## src/rtl/mult_pkg.sv

```systemverilog
// Shared constants for the multiplier peripheral: default operand width and
// the control-state encoding used by the shift-add multiplier.
package mult_pkg;

  localparam int MULT_WIDTH = 8;

  localparam logic [1:0] IDLE = 2'd0;
  localparam logic [1:0] RUN  = 2'd1;
  localparam logic [1:0] DONE = 2'd2;

  typedef enum logic [1:0] {
    ST_IDLE = IDLE,
    ST_RUN  = RUN,
    ST_DONE = DONE
  } mult_state_e;

endpackage

```

## src/rtl/seq_shift_add_mult_if.sv

```systemverilog
// Operand/result bus between the operand registers, the multiplier and the
// SPI readback path.
interface seq_shift_add_mult_if #(
  parameter int WIDTH = mult_pkg::MULT_WIDTH
);
  logic                 start;
  logic [WIDTH-1:0]     a;
  logic [WIDTH-1:0]     b;
  logic                 busy;
  logic                 done;
  logic [2*WIDTH-1:0]   product;

  modport master (output start, output a, output b,
                  input busy, input done, input product);
  modport slave  (input start, input a, input b,
                  output busy, output done, output product);
endinterface

```

## src/rtl/seq_shift_add_mult.sv

```systemverilog
// Sequential unsigned shift-add multiplier: one multiplier bit per clock,
// registered product and a one-cycle done strobe.
module seq_shift_add_mult
  import mult_pkg::*;
#(
  parameter int WIDTH = MULT_WIDTH
) (
  input  logic                clk,
  input  logic                rst_n,
  seq_shift_add_mult_if.slave bus
);

  localparam int PW = 2 * WIDTH;
  localparam int CW = $clog2(WIDTH) + 1;
  localparam logic [CW-1:0] CNT_LAST = CW'(WIDTH - 1);

  mult_state_e     state_r, state_s;
  logic [PW-1:0]   acc_r, acc_s;
  logic [PW-1:0]   mcand_r, mcand_s;
  logic [WIDTH-1:0] mplier_r, mplier_s;
  logic [CW-1:0]   cnt_r, cnt_s;
  logic [PW-1:0]   product_r, product_s;
  logic [PW-1:0]   sum_s;
  logic            busy_r, busy_s;
  logic            done_r, done_s;

  // Next-state, datapath and Moore output decode (outputs follow next state so they can be registered)
  always_comb begin
    state_s   = state_r;
    acc_s     = acc_r;
    mcand_s   = mcand_r;
    mplier_s  = mplier_r;
    cnt_s     = cnt_r;
    product_s = product_r;
    sum_s     = acc_r + (mplier_r[0] ? mcand_r : {PW{1'b0}});

    case (state_r)
      ST_IDLE: begin
        if (bus.start) begin
          mcand_s  = {{WIDTH{1'b0}}, bus.a};
          mplier_s = bus.b;
          acc_s    = {PW{1'b0}};
          cnt_s    = {CW{1'b0}};
          state_s  = ST_RUN;
        end else begin
          state_s  = ST_IDLE;
        end
      end
      ST_RUN: begin
        acc_s    = sum_s;
        mcand_s  = mcand_r << 1'b1;
        mplier_s = mplier_r >> 1'b1;
        cnt_s    = cnt_r + CW'(1);
        if (cnt_r == CNT_LAST) begin
          product_s = sum_s;
          state_s   = ST_DONE;
        end else begin
          state_s   = ST_RUN;
        end
      end
      ST_DONE: begin
        state_s = ST_IDLE;
      end
      default: begin
        // Unused encoding falls back to IDLE without touching the datapath
        state_s = ST_IDLE;
      end
    endcase

    busy_s = (state_s == ST_RUN) || (state_s == ST_DONE);
    done_s = (state_s == ST_DONE);
  end

  // State, datapath and output registers
  always_ff @(posedge clk or negedge rst_n) begin
    if (!rst_n) begin
      state_r   <= ST_IDLE;
      acc_r     <= {PW{1'b0}};
      mcand_r   <= {PW{1'b0}};
      mplier_r  <= {WIDTH{1'b0}};
      cnt_r     <= {CW{1'b0}};
      product_r <= {PW{1'b0}};
      busy_r    <= 1'b0;
      done_r    <= 1'b0;
    end else begin
      state_r   <= state_s;
      acc_r     <= acc_s;
      mcand_r   <= mcand_s;
      mplier_r  <= mplier_s;
      cnt_r     <= cnt_s;
      product_r <= product_s;
      busy_r    <= busy_s;
      done_r    <= done_s;
    end
  end

  assign bus.busy    = busy_r;
  assign bus.done    = done_r;
  assign bus.product = product_r;

endmodule

```

## src/flat_wrapper.sv

```systemverilog
// flat-port wrapper written by rule: the top's interface ports become plain ports
module seq_shift_add_mult_flat import mult_pkg::*;
#(
  parameter int WIDTH = MULT_WIDTH
)
  (clk, rst_n, bus_start, bus_a, bus_b, bus_busy, bus_done, bus_product);
  seq_shift_add_mult_if #(.WIDTH(WIDTH)) bus_i ();
  input  logic clk;
  input  logic rst_n;
  input wire logic [$bits(bus_i.start)-1:0] bus_start;
  input wire logic [$bits(bus_i.a)-1:0] bus_a;
  input wire logic [$bits(bus_i.b)-1:0] bus_b;
  output wire logic [$bits(bus_i.busy)-1:0] bus_busy;
  output wire logic [$bits(bus_i.done)-1:0] bus_done;
  output wire logic [$bits(bus_i.product)-1:0] bus_product;
  assign bus_i.start = bus_start;
  assign bus_i.a = bus_a;
  assign bus_i.b = bus_b;
  assign bus_busy = bus_i.busy;
  assign bus_done = bus_i.done;
  assign bus_product = bus_i.product;
  seq_shift_add_mult #(.WIDTH(WIDTH)) u_core (.clk(clk), .rst_n(rst_n), .bus(bus_i));
endmodule
```

## config.mk

```make
export PLATFORM = sky130hd
export DESIGN_NAME = seq_shift_add_mult_flat
export DESIGN_NICKNAME = d
export VERILOG_FILES = /design/src/rtl/mult_pkg.sv /design/src/rtl/seq_shift_add_mult_if.sv /design/src/rtl/seq_shift_add_mult.sv /design/src/flat_wrapper.sv
export SDC_FILE = /design/constraint.sdc
export NUM_CORES = 1
export LEC_CHECK = 0
export BUFFER_PORTS_ARGS = -buffer_cell sky130_fd_sc_hd__clkbuf_2
export CAP_MARGIN = 20
export CORE_UTILIZATION = 60
export CTS_BUF_LIST = sky130_fd_sc_hd__clkbuf_4
export CTS_CLUSTER_DIAMETER = 40
export DETAILED_ROUTE_END_ITERATION = 7
export PLACE_DENSITY = 0.78
export SLEW_MARGIN = 20
export SYNTH_ARGS = -nofsm -noshare
export SYNTH_HDL_FRONTEND = slang
export SYNTH_SLANG_ARGS = --single-unit
```

## constraint.sdc

```tcl
create_clock -name clk -period 7.5 [get_ports clk]
set_input_delay 0.375 -clock clk [delete_from_list [all_inputs] [get_ports clk]]
set_output_delay 0.375 -clock clk [all_outputs]
set_load 0.005 [all_outputs]
```

* Word level (Yosys, flattened, before mapping)
Cells that the tools add are included.
** Storage, ports and cells
- Output and inout port bits :: 18
- Logic and storage cells :: 32
- Input port bits :: 19
- Register bits :: 64
** Operators by class
- Muxes and demuxes :: 12
- Add/subtract/negate cells :: 2
- Reductions and logical operators :: 5
- Equal/unequal tests :: 5
** Operators by type and width (count)
- case mux 16 bit (2 select lines) :: 2
- 2-to-1 mux 16 bit :: 3
- adder 16 bit :: 1
- case mux 8 bit (2 select lines) :: 1
- 2-to-1 mux 8 bit :: 1
- case mux 4 bit (2 select lines) :: 1
- adder 4 x 1 -> 4 bit, second input constant :: 1
- == test 2 x 1 -> 1 bit, second input constant :: 2
- == test 4 x 3 -> 1 bit, second input constant :: 1
- 2-to-1 mux 4 bit :: 1
- case mux 2 bit (2 select lines) :: 1
- AND reduction 2 bit :: 2
- == test 2 bit, second input constant :: 1
- zero test 2 bit :: 1
- 2-to-1 mux 2 bit :: 1
- != test 2 bit, second input constant :: 1
- nonzero test 2 bit :: 1
- logical OR 1 bit :: 1
- 2-to-1 mux 1 bit :: 1

* Logic depth before layout (Yosys ltp)
Gate-level depths: netlist of the first run.
- Depth in word-level cells :: 5
- Gate-level depth with buffers :: 10
- Gate-level depth less buffers :: 9

* Least setup slack after synthesis of the first run
Ideal clock, no wire load.
- Path kind :: flip-flop to flip-flop
- From :: reg u_core.mplier_r[0]
- To :: reg u_core.product_r[12] (netlist: u_core.bus.product[12])
- Library setup time :: 0.125 ns
- Stages on the path, launching flop included :: 11
- Slack :: 5.053 ns
- Path buffers :: 1
- Arrival time :: 2.322 ns
- Period minus slack after synthesis :: 2.447 ns
- Required time :: 7.375 ns
- Cell sequence :: dfrtp_1 clkbuf_1 and2_1 ha_1 fa_1 a21oi_1 o211ai_2 and2_4 a31oi_1 xnor2_1 mux2_2
** On the way
- Word-level cells in the longest chain between the ends :: 2
** RTL lines
- from (decl) :: RTL line seq_shift_add_mult.sv:20 : logic [WIDTH-1:0] mplier_r, mplier_s;
- from (signal assigned) :: RTL line seq_shift_add_mult.sv:80 : mplier_r <= {WIDTH{1'b0}};
- from (signal assigned) :: RTL line seq_shift_add_mult.sv:89 : mplier_r <= mplier_s;
- 2-to-1 mux 16 bit :: RTL line seq_shift_add_mult.sv:35 : sum_s = acc_r + (mplier_r[0] ? mcand_r : {PW{1'b0}});
- adder 16 bit :: RTL line seq_shift_add_mult.sv:35
- to (signal assigned) :: RTL line seq_shift_add_mult.sv:82 : product_r <= {PW{1'b0}};
- to (signal assigned) :: RTL line seq_shift_add_mult.sv:91 : product_r <= product_s;
- to (decl) :: RTL line seq_shift_add_mult.sv:22 : logic [PW-1:0] product_r, product_s;
Every way passes these cells.
A chain may end at the register's enable or synchronous reset.

* Worst setup path in the final report of the first run
- From :: reg u_core.mplier_r[0]
- To :: reg u_core.acc_r[10]
** On the way
- Word-level cells in the longest chain between the ends :: 3
** RTL lines
- 2-to-1 mux 16 bit :: RTL line seq_shift_add_mult.sv:35
- adder 16 bit :: RTL line seq_shift_add_mult.sv:35
- case mux 16 bit (2 select lines) :: RTL line seq_shift_add_mult.sv:37 : case (state_r)
- to (signal assigned) :: RTL line seq_shift_add_mult.sv:78 : acc_r <= {PW{1'b0}};
- to (signal assigned) :: RTL line seq_shift_add_mult.sv:87 : acc_r <= acc_s;
- to (decl) :: RTL line seq_shift_add_mult.sv:18 : logic [PW-1:0] acc_r, acc_s;
Every way passes these cells.

==> metrics.md, run 1 <==
| Metric | Value |
|---|---|
| Status | `finished, final reports clean` |
| WP data arrival | `2.92 ns` |
| Post-Synth XOR/XNOR Area | `3.30%` |
| CTS Buffer Depth | `2` |
| Pin count of the biggest net entering global routing | `65` |
| Count leader, synth | `dfrtp_1` |
| Setup Viol. Count Final | `0` |
| Row count | `27` |
| Yosys warns | `0` |
| Core footprint | `5540 um2` |
| Post-Syn Area per Cell | `9.94 um2` |
| Hold_buf cts | `0` |
| Routed WL per cell | `15.5 um` |
| Top_reg_cell synth | `dfrtp_1` |
| Drt first-iter violations | `249` |
| Skew final | `between 0.02 and 0.025 ns` |
| Chip width | `77.8 um` |
| Initial cell density of the core | `62.3%` |
| Power per cell area | `357 nW/um2` |
| Clk sinks | `64` |
| Post-CTS Setup Repair Bufs | `0` |
| Area Overhead vs Synth | `9.93%` |
| Mux contribution to synthesized area | `2.21%` |
| Setup crit end kind | `flop` |
| Placer Congestion | `approximately 0.83` |
| Via/cell ratio | `5.86` |
| CTS Buf Count | `9` |
| Post-synthesis simple-gate area fraction | `14.8%` |
| Share of cells above drive strength 1 | `a little under a fifth` |
| Hpwl dp | `4700 um` |
| Worst setup path class | `reg2reg` |
| Adder-Cell Fraction of Synth Area | `6.74%` |
| # diodes | `0` |
| Seq/Total Area, Yosys | `46.4%` |
| CP max FO | `18` |
| Worst-path clk slew | `0.11 ns` |
| First-pass GRT wire length | `11800 um` |
| Pins Over Slew Limit | `0` |
| Rel. slew slack | `about 30%` |
| Depth of the most critical reg-to-reg path | `9` |
| Total power | `1360 uW` |
| TritonCTS clock tree | `yes` |
| VDD IR max | `about 0.22 mV` |
| Tot GR Track Use | `25.6%` |
| Period utilization | `between 30% and 40%` |
| Pre-antenna DRT Iters | `4` |
| Lkg Pwr | `0.00190 uW` |
| Req. time, crit path | `7.80 ns` |
| Largest family of logic cells by synthesized area | `compound AO/OA/AOI/OAI gates` |
| Fin nets | `414` |
| EDFF count, synth | `0` |
| Initial antenna violation count | `0` |
| RSZ-0062 raised after global routing | `no` |
| Netlist Area Pre-Place | `3450 um2` |
| Grt ovf | `0` |
| Die Area | `6060 um2` |
| Hold crit path type | `in2async` |
| Post_cts resized | `0` |
| Seq cells post-synth | `64` |
| Die height | `between 70 and 80 um` |
| Hold Vio Cnt, Final | `0` |
| Reg2reg setup slack | `4.88 ns` |
| Crit path time final | `approximately 2.6 ns` |
| Vias | `approximately 2700` |
| Post-synth top cells | `dfrtp_1, nand2_1, o21ai_0` |
| H-tree depth | `3` |
| Yosys top cell area share | `46.4%` |
| Post-Syn Instances | `347` |
| Post-route DRC violation count | `0` |
| CP startpoint kind | `flop` |
| Ys async rst share | `100%` |
| I/O Buffers | `36` |
| Clock Latency Late Sink | `about 0.42 ns` |
| Routed WL | `between 7000 and 8000 um` |
| Peak Freq | `approximately 380 MHz` |
| Count of different cell masters after synthesis | `45` |
| Area contributors post-synth | `dfrtp_1, ha_1, a22o_1` |
| Worst-Margin Slew | `1.06 ns` |
| Post-synthesis net count | `384` |
| Max-cap viol count | `0` |
| Setup_tns | `0 ns` |
| Antenna Nets Post-Route | `0` |
| Root Driver | `clkbuf_4` |
| Vias in the first global route | `between 2000 and 3000` |
| Synth area leader | `dfrtp_1` |
| Compound-Gate Fraction of Synth Area | `23.4%` |
| I/O pin count | `37` |
kinds of logic after synthesis:
kind of cell / count (synthesis)
XOR/XNOR: 13
adder cells (fa/ha/maj): 18
flip-flops: 64
multiplexers: 7
buffers and inverters: 26
AO/OA/AOI/OAI: 117
AND/OR/NAND/NOR: 102
flip-flops by register name, summed over array words and instances (netlist names):
name / cells
u_core.mcand_r: 16
u_core.mplier_r: 8
u_core.cnt_r: 4
u_core.bus.product: 16
u_core.state_r: 2
u_core.acc_r: 16
u_core.bus.busy: 1
u_core.bus.done: 1
worst max-delay path, stage by stage (launching register included):
cell and delay (ns):
dfrtp_1 0.53, and2_1 0.22, ha_1 0.22, fa_1 0.42, a21oi_1 0.25, o211ai_2 0.11
and2_4 0.18, a221oi_1 0.32, xor2_1 0.18, o21ai_0 0.09
metal layers:
metal | up-vias | track usage (%) | share of wire [%]
li1 | 1300 | - | -
met1 | 1258 | 36.0 | 48
met2 | 90 | 38.7 | 45
met3 | 12 | 4.59 | 5.5
met4 | 0 | 11.9 | 2.0
met5 | - | 0 | 0
final cells by class:
cell class,instances,area (um2)
flip-flops and latches,64,1600
fillers,451,1750
repair buffers,39,203
well taps,72,90.1
multi-input cells,257,1750
clock inverters,5,47.5
inverters,6,22.5
clock buffers,11,82.6
cell usage in the layout, fill, tap and decap left out, types with 2 or more instances in the layout:
cell type,instances
dfrtp_1,64
nand2_1,41
clkbuf_2,36
o21ai_0,28
a21oi_1,26
a22o_1,23
nor2b_1,18
ha_1,17
and2_1,16
a22oi_1,14
clkbuf_4,11
nor2_1,9
nand3_1,8
xor2_1,7
inv_1,6
xnor2_1,6
a21o_1,5
mux2_2,5
buf_4,3
a211oi_1,2
o211ai_2,2
o21a_1,2
o21bai_1,2
and3_1,2
mux2i_1,2
a31oi_1,2
clkinv_2,2
clkinv_1,2
stage by stage:
step | worst slack (ns) | instance area, um2 | util [%] | std cells | hold slack [ns]
2_1_floorplan | 5.05 | 3450 | - | 347 | 0.0794
3_3_place_gp | 4.97 | 3660 | 66.1 | 438 | 0.457
3_5_place_dp | 4.89 | 3660 | 66.1 | 438 | 0.463
4_1_cts | 4.88 | 3790 | 68.5 | 454 | 0.141
5_1_grt | 4.65 | 3790 | 68.5 | 454 | 0.194
6_report | 4.88 | 3790 | 68.5 | 454 | 0.124
final timing paths:
path | to | start
max reg2reg | u_core.acc_r[10] | u_core.mplier_r[0]
min reg2reg | u_core.bus.product[7] | u_core.bus.product[7]
max in group asynchronous | u_core.mcand_r[15] | rst_n
min | u_core.bus.product[5] | rst_n
max | u_core.acc_r[10] | u_core.mplier_r[0]
min in group clk | u_core.mcand_r[0] | bus_a[0]
where the power goes:
part | internal, uW | switching, uW
clock network | 106 | 120
logic | 243 | 294
registers | 477 | 115
total | 827 | 529
Note: power is estimated with default switching activity, not from simulation.
==> run 2, diff against run 1 <==
ABC_AREA = 1   (was default)
CORE_UTILIZATION = 55   (was 60)
PLACE_DENSITY = 0.75   (was 0.78)
clock period = 2.4 ns   (was 7.5 ns; I/O delays follow)
==> run 2 against run 1 <==
Compared with the run above: fmax increased by 28%; utilization decreased by 0.43 points; hold slack improved by 0.0084 ns; critical endpoint is now u_core.bus.product[10]; critical path type unchanged; via count increased by 14%; clock skew decreased by 0.00054 ns; synthesized area increased by 2.4%; largest cell class is now registers.
==> metrics.md, run 2 <==
| Metric | Value |
|---|---|
| Grt ovf | `0 (unchanged)` |
| Worst-path clk slew | `0.11 ns (about the same)` |
| Peak Freq | `489 MHz (+28%)` |
| R2r endpoint | `u_core.bus.product[10]` |
| Vias | `3025 (+14%)` |
| Routed WL | `7570 um (+7.5%)` |
| Period utilization | `85.3% (+50 points)` |
| Compound-Gate Fraction of Synth Area | `8.40% (-15 points)` |
| Most common cell after layout, fill and taps aside | `nand2_1` |
| Rel. slew slack | `56.5% (+27 points)` |
| EDFF count, synth | `0 (unchanged)` |
| FF-to-FF Start | `u_core.mplier_r[0]` |
| Core footprint | `6060 um2 (+9.4%)` |
| Post-CTS Setup Repair Bufs | `0 (unchanged)` |
| Netlist Area Pre-Place | `3530 um2 (+2.4%)` |
| # diodes | `0 (unchanged)` |
| Yosys top cell area share | `45.3% (-1.1 points)` |
| Worst setup path class | `reg2reg` |
| Root Driver | `clkbuf_4` |
| Setup_tns | `0 ns (unchanged)` |
| Synth area leader | `dfrtp_1` |
| Sequential share of power | `41.3% (-2.4 points)` |
| Clock Latency Late Sink | `0.41 ns (about the same)` |
| Pre-antenna DRT Iters | `4 (unchanged)` |
| Post-synthesis net count | `497 (+29%)` |
| Count leader, synth | `nand2_1` |
| H-tree depth | `3 (unchanged)` |
| Ordered cell list for the critical path | `nand2_1 -> inv_1 -> ha_1 -> fa_1 -> nand2_1 -> nand2_1 -> nand3b_1 -> nand2_1 -> nand2_1 -> nand3b_1 -> nand3_1 -> nand2_1` |
| Initial cell density of the core | `58.3% (-4.0 points)` |
| Antenna Nets Post-Route | `0 (unchanged)` |
| Status | `finished, final reports clean` |
| Depth of the most critical reg-to-reg path | `12 (+3)` |
| CTS Buffer Depth | `2 (unchanged)` |
| Post_cts resized | `0 (unchanged)` |
| Post-synthesis simple-gate area fraction | `28.4% (+14 points)` |
| Most frequent cells in the layout | `nand2_1, inv_1, dfrtp_1, clkbuf_2, nand3_1` |
| Worst path bufs/invs | `1 (+1)` |
| Initial antenna violation count | `0 (unchanged)` |
| Crit path time final | `2.05 ns (-0.572 ns)` |
| Slowest stage cell, crit path | `dfrtp_1` |
| Worst hold start | `bus_start` |
| Post-route DRC violation count | `0 (unchanged)` |
| CP startpoint kind | `flop` |
| Sw frac | `39.1% (+0.10 points)` |
| VDD IR max | `0.597 mV (+170%)` |
| Req. time, crit path | `2.69 ns (-5.11 ns)` |
| Post-Place Cells | `563 (+29%)` |
| Mux contribution to synthesized area | `0% (-2.2 points)` |
| Setup Viol. Count Final | `0 (unchanged)` |
| Clk sinks | `64 (unchanged)` |
| Post-Synth XOR/XNOR Area | `1.49% (-1.8 points)` |
| Total power | `4260 uW (+210%)` |
| Skew final | `0.0209 ns (-0.000543 ns)` |
| Largest family of logic cells by synthesized area | `simple AND/OR/NAND/NOR gates` |
| Row count | `28 (+3.7%)` |
| Via/cell ratio | `5.08 (-13%)` |
| Ys async rst share | `100% (unchanged)` |
| Post-synth top cells | `nand2_1, dfrtp_1, inv_1` |
| Hpwl dp | `5420 um (+15%)` |
| Hold path cells | `5` |
| Hold Vio Cnt, Final | `0 (unchanged)` |
| Max-cap viol count | `0 (unchanged)` |
| Routed WL per cell | `12.7 um (-18%)` |
| Pin count of the biggest net entering global routing | `41 (-37%)` |
| Drt first-iter violations | `124 (-50%)` |
| Net Sw Power | `1670 uW (+220%)` |
| Worst-Margin Slew | `0.653 ns (-0.405 ns)` |
| I/O Buffers | `36 (unchanged)` |
| RSZ-0062 raised after global routing | `no` |
| Hold crit path type | `in2reg` |
| Worst Hold End | `u_core.state_r[0]` |
| Post-Syn Instances | `460 (+33%)` |
| Count of different cell masters after synthesis | `31 (-31%)` |
| Internal power | `2600 uW (+210%)` |
| Clk network pwr share | `19.8% (+3.2 points)` |
| Yosys warns | `0 (unchanged)` |
| Fin nets | `553 (+34%)` |
| Pins Over Slew Limit | `0 (unchanged)` |
| First-pass GRT wire length | `13000 um (+9.9%)` |
| WP data arrival | `2.34 ns (-0.58 ns)` |
| CTS Buf Count | `9 (unchanged)` |
| Critical path's largest stage delay | `0.45 ns (-0.08 ns)` |
| I/O pin count | `37 (unchanged)` |
| Power per cell area | `1030 nW/um2 (+190%)` |
| Setup crit end kind | `flop` |
| TritonCTS clock tree | `yes` |
| Cell Count, Final, Fillers Out | `596 (+31%)` |
| Share of cells above drive strength 1 | `14.8% (-3.8 points)` |
| Top_reg_cell synth | `dfrtp_1` |
| Crit path max-delay family | `simple AND/OR/NAND/NOR gates` |
| Post-Syn Area per Cell | `7.68 um2 (-23%)` |
| Area contributors post-synth | `dfrtp_1, nand2_1, inv_1` |
| Adder-Cell Fraction of Synth Area | `6.59% (-0.16 points)` |
| Placer Congestion | `0.962 (+16%)` |
| Combinational Power Share | `38.9% (-0.7 points)` |
| Die Area | `6750 um2 (+11%)` |
| Vias in the first global route | `2939 (+16%)` |
| Chip width | `82.1 um (+5.5%)` |
| Seq cells post-synth | `64 (unchanged)` |
| Area Overhead vs Synth | `16.8%` |
| Die height | `82.1 um (+5.5%)` |
| CP max FO | `7 (-11)` |
| Reg2reg setup slack | `0.35 ns (-4.53 ns)` |
| Most frequent cell on the critical path | `nand2_1` |
| Tot GR Track Use | `26.1% (+0.50 points)` |
| Lkg Pwr | `0.00239 uW (+26%)` |
| Seq/Total Area, Yosys | `45.3% (-1.1 points)` |
run 2: cell count changes in the layout (fill, tap and decap cells not counted), sizes merged, moves of 6 or more:
cell	before	now
nand2	42	184
dlygate4sd3	0	17
a22oi	14	7
nand3	8	28
o21ai	29	16
a21o	6	0
and2	17	1
a22o	23	2
nor2b	19	0
inv	6	72
a21oi	28	8
o22ai	0	6
run 2: kinds of logic after synthesis:
| logic type | after synthesis |
|---|---|
| AOI/OAI and AO/OA | 46 |
| buffers and inverters | 86 |
| and+or+nand+nor | 240 |
| DFF | 64 |
| xor gates and xnor gates | 6 |
| adders and majority gates | 18 |
run 2: power groups by stage:
stage | clock network [uW] | registers, uW | logic [uW]
2_1_floorplan | 0 | 1720 | 1200
3_3_place_gp | 0 | 1770 | 1590
3_5_place_dp | 0 | 1780 | 1650
4_1_cts | 864 | 1760 | 1670
5_1_grt | 913 | 1810 | 1920
6_report | 846 | 1760 | 1660
run 2: worst max path at each step:
stage                            start                endpoint  depth (start not counted)
finish              u_core.mplier_r[0]  u_core.bus.product[10]                         12
global route        u_core.mplier_r[0]  u_core.bus.product[13]                         12
CTS                 u_core.mplier_r[0]  u_core.bus.product[10]                         12
detailed placement  u_core.mplier_r[0]  u_core.bus.product[10]                         12
global placement    u_core.mplier_r[0]  u_core.bus.product[10]                         12
floorplan           u_core.mplier_r[0]         u_core.acc_r[6]                         13
run 2: what timing repair did:
| item | in CTS | in global routing |
|---|---|---|
| endpoints found under the setup margin | 0 | 0 |
| hold buffers | 17 | 0 |
| endpoints found under the hold margin | 40 | 0 |
run 2: routing by layer:
layer  track usage (%)  share of wire (%)  routed length (um)  vias to the layer above
met4              10.9                1.6                 118                        0
met3              4.29                3.5                 263                       11
met2              42.4                 47                3570                       68
met1              34.7                 48                3620                     1397
li1                  -                  -                   -                     1549
met5                 0                  0                   0                        -
run 2: final cells by class:
| class | instances | area, um2 |
|---|---|---|
| Clock inverter | 5 | 81.3 |
| Sequential cell | 64 | 1600 |
| Fill cell | 517 | 1940 |
| Tap cell | 75 | 93.8 |
| Clock buffer | 11 | 82.6 |
| Multi-Input combinational cell | 310 | 1590 |
| Timing Repair Buffer | 59 | 408 |
| Inverter | 72 | 270 |
run 2: stage by stage:
step	hold slack [ns]	area [um2]	setup WS, ns	util (%)
2_1_floorplan	-0.176	3530	0.333	-
3_3_place_gp	0.172	3790	0.422	62.5
3_5_place_dp	0.180	3790	0.385	62.5
4_1_cts	0.113	4120	0.358	68.0
5_1_grt	0.131	4120	0.188	68.0
6_report	0.132	4120	0.354	68.0
run 2: worst reg2reg max path, delay by kind of cell, from the launching register on:
family                   cells  cell delay, ns
buffers and inverters        1            0.04
flip-flops                   1            0.45
AND/OR/NAND/NOR              9            0.85
adder cells (fa/ha/maj)      2            0.60
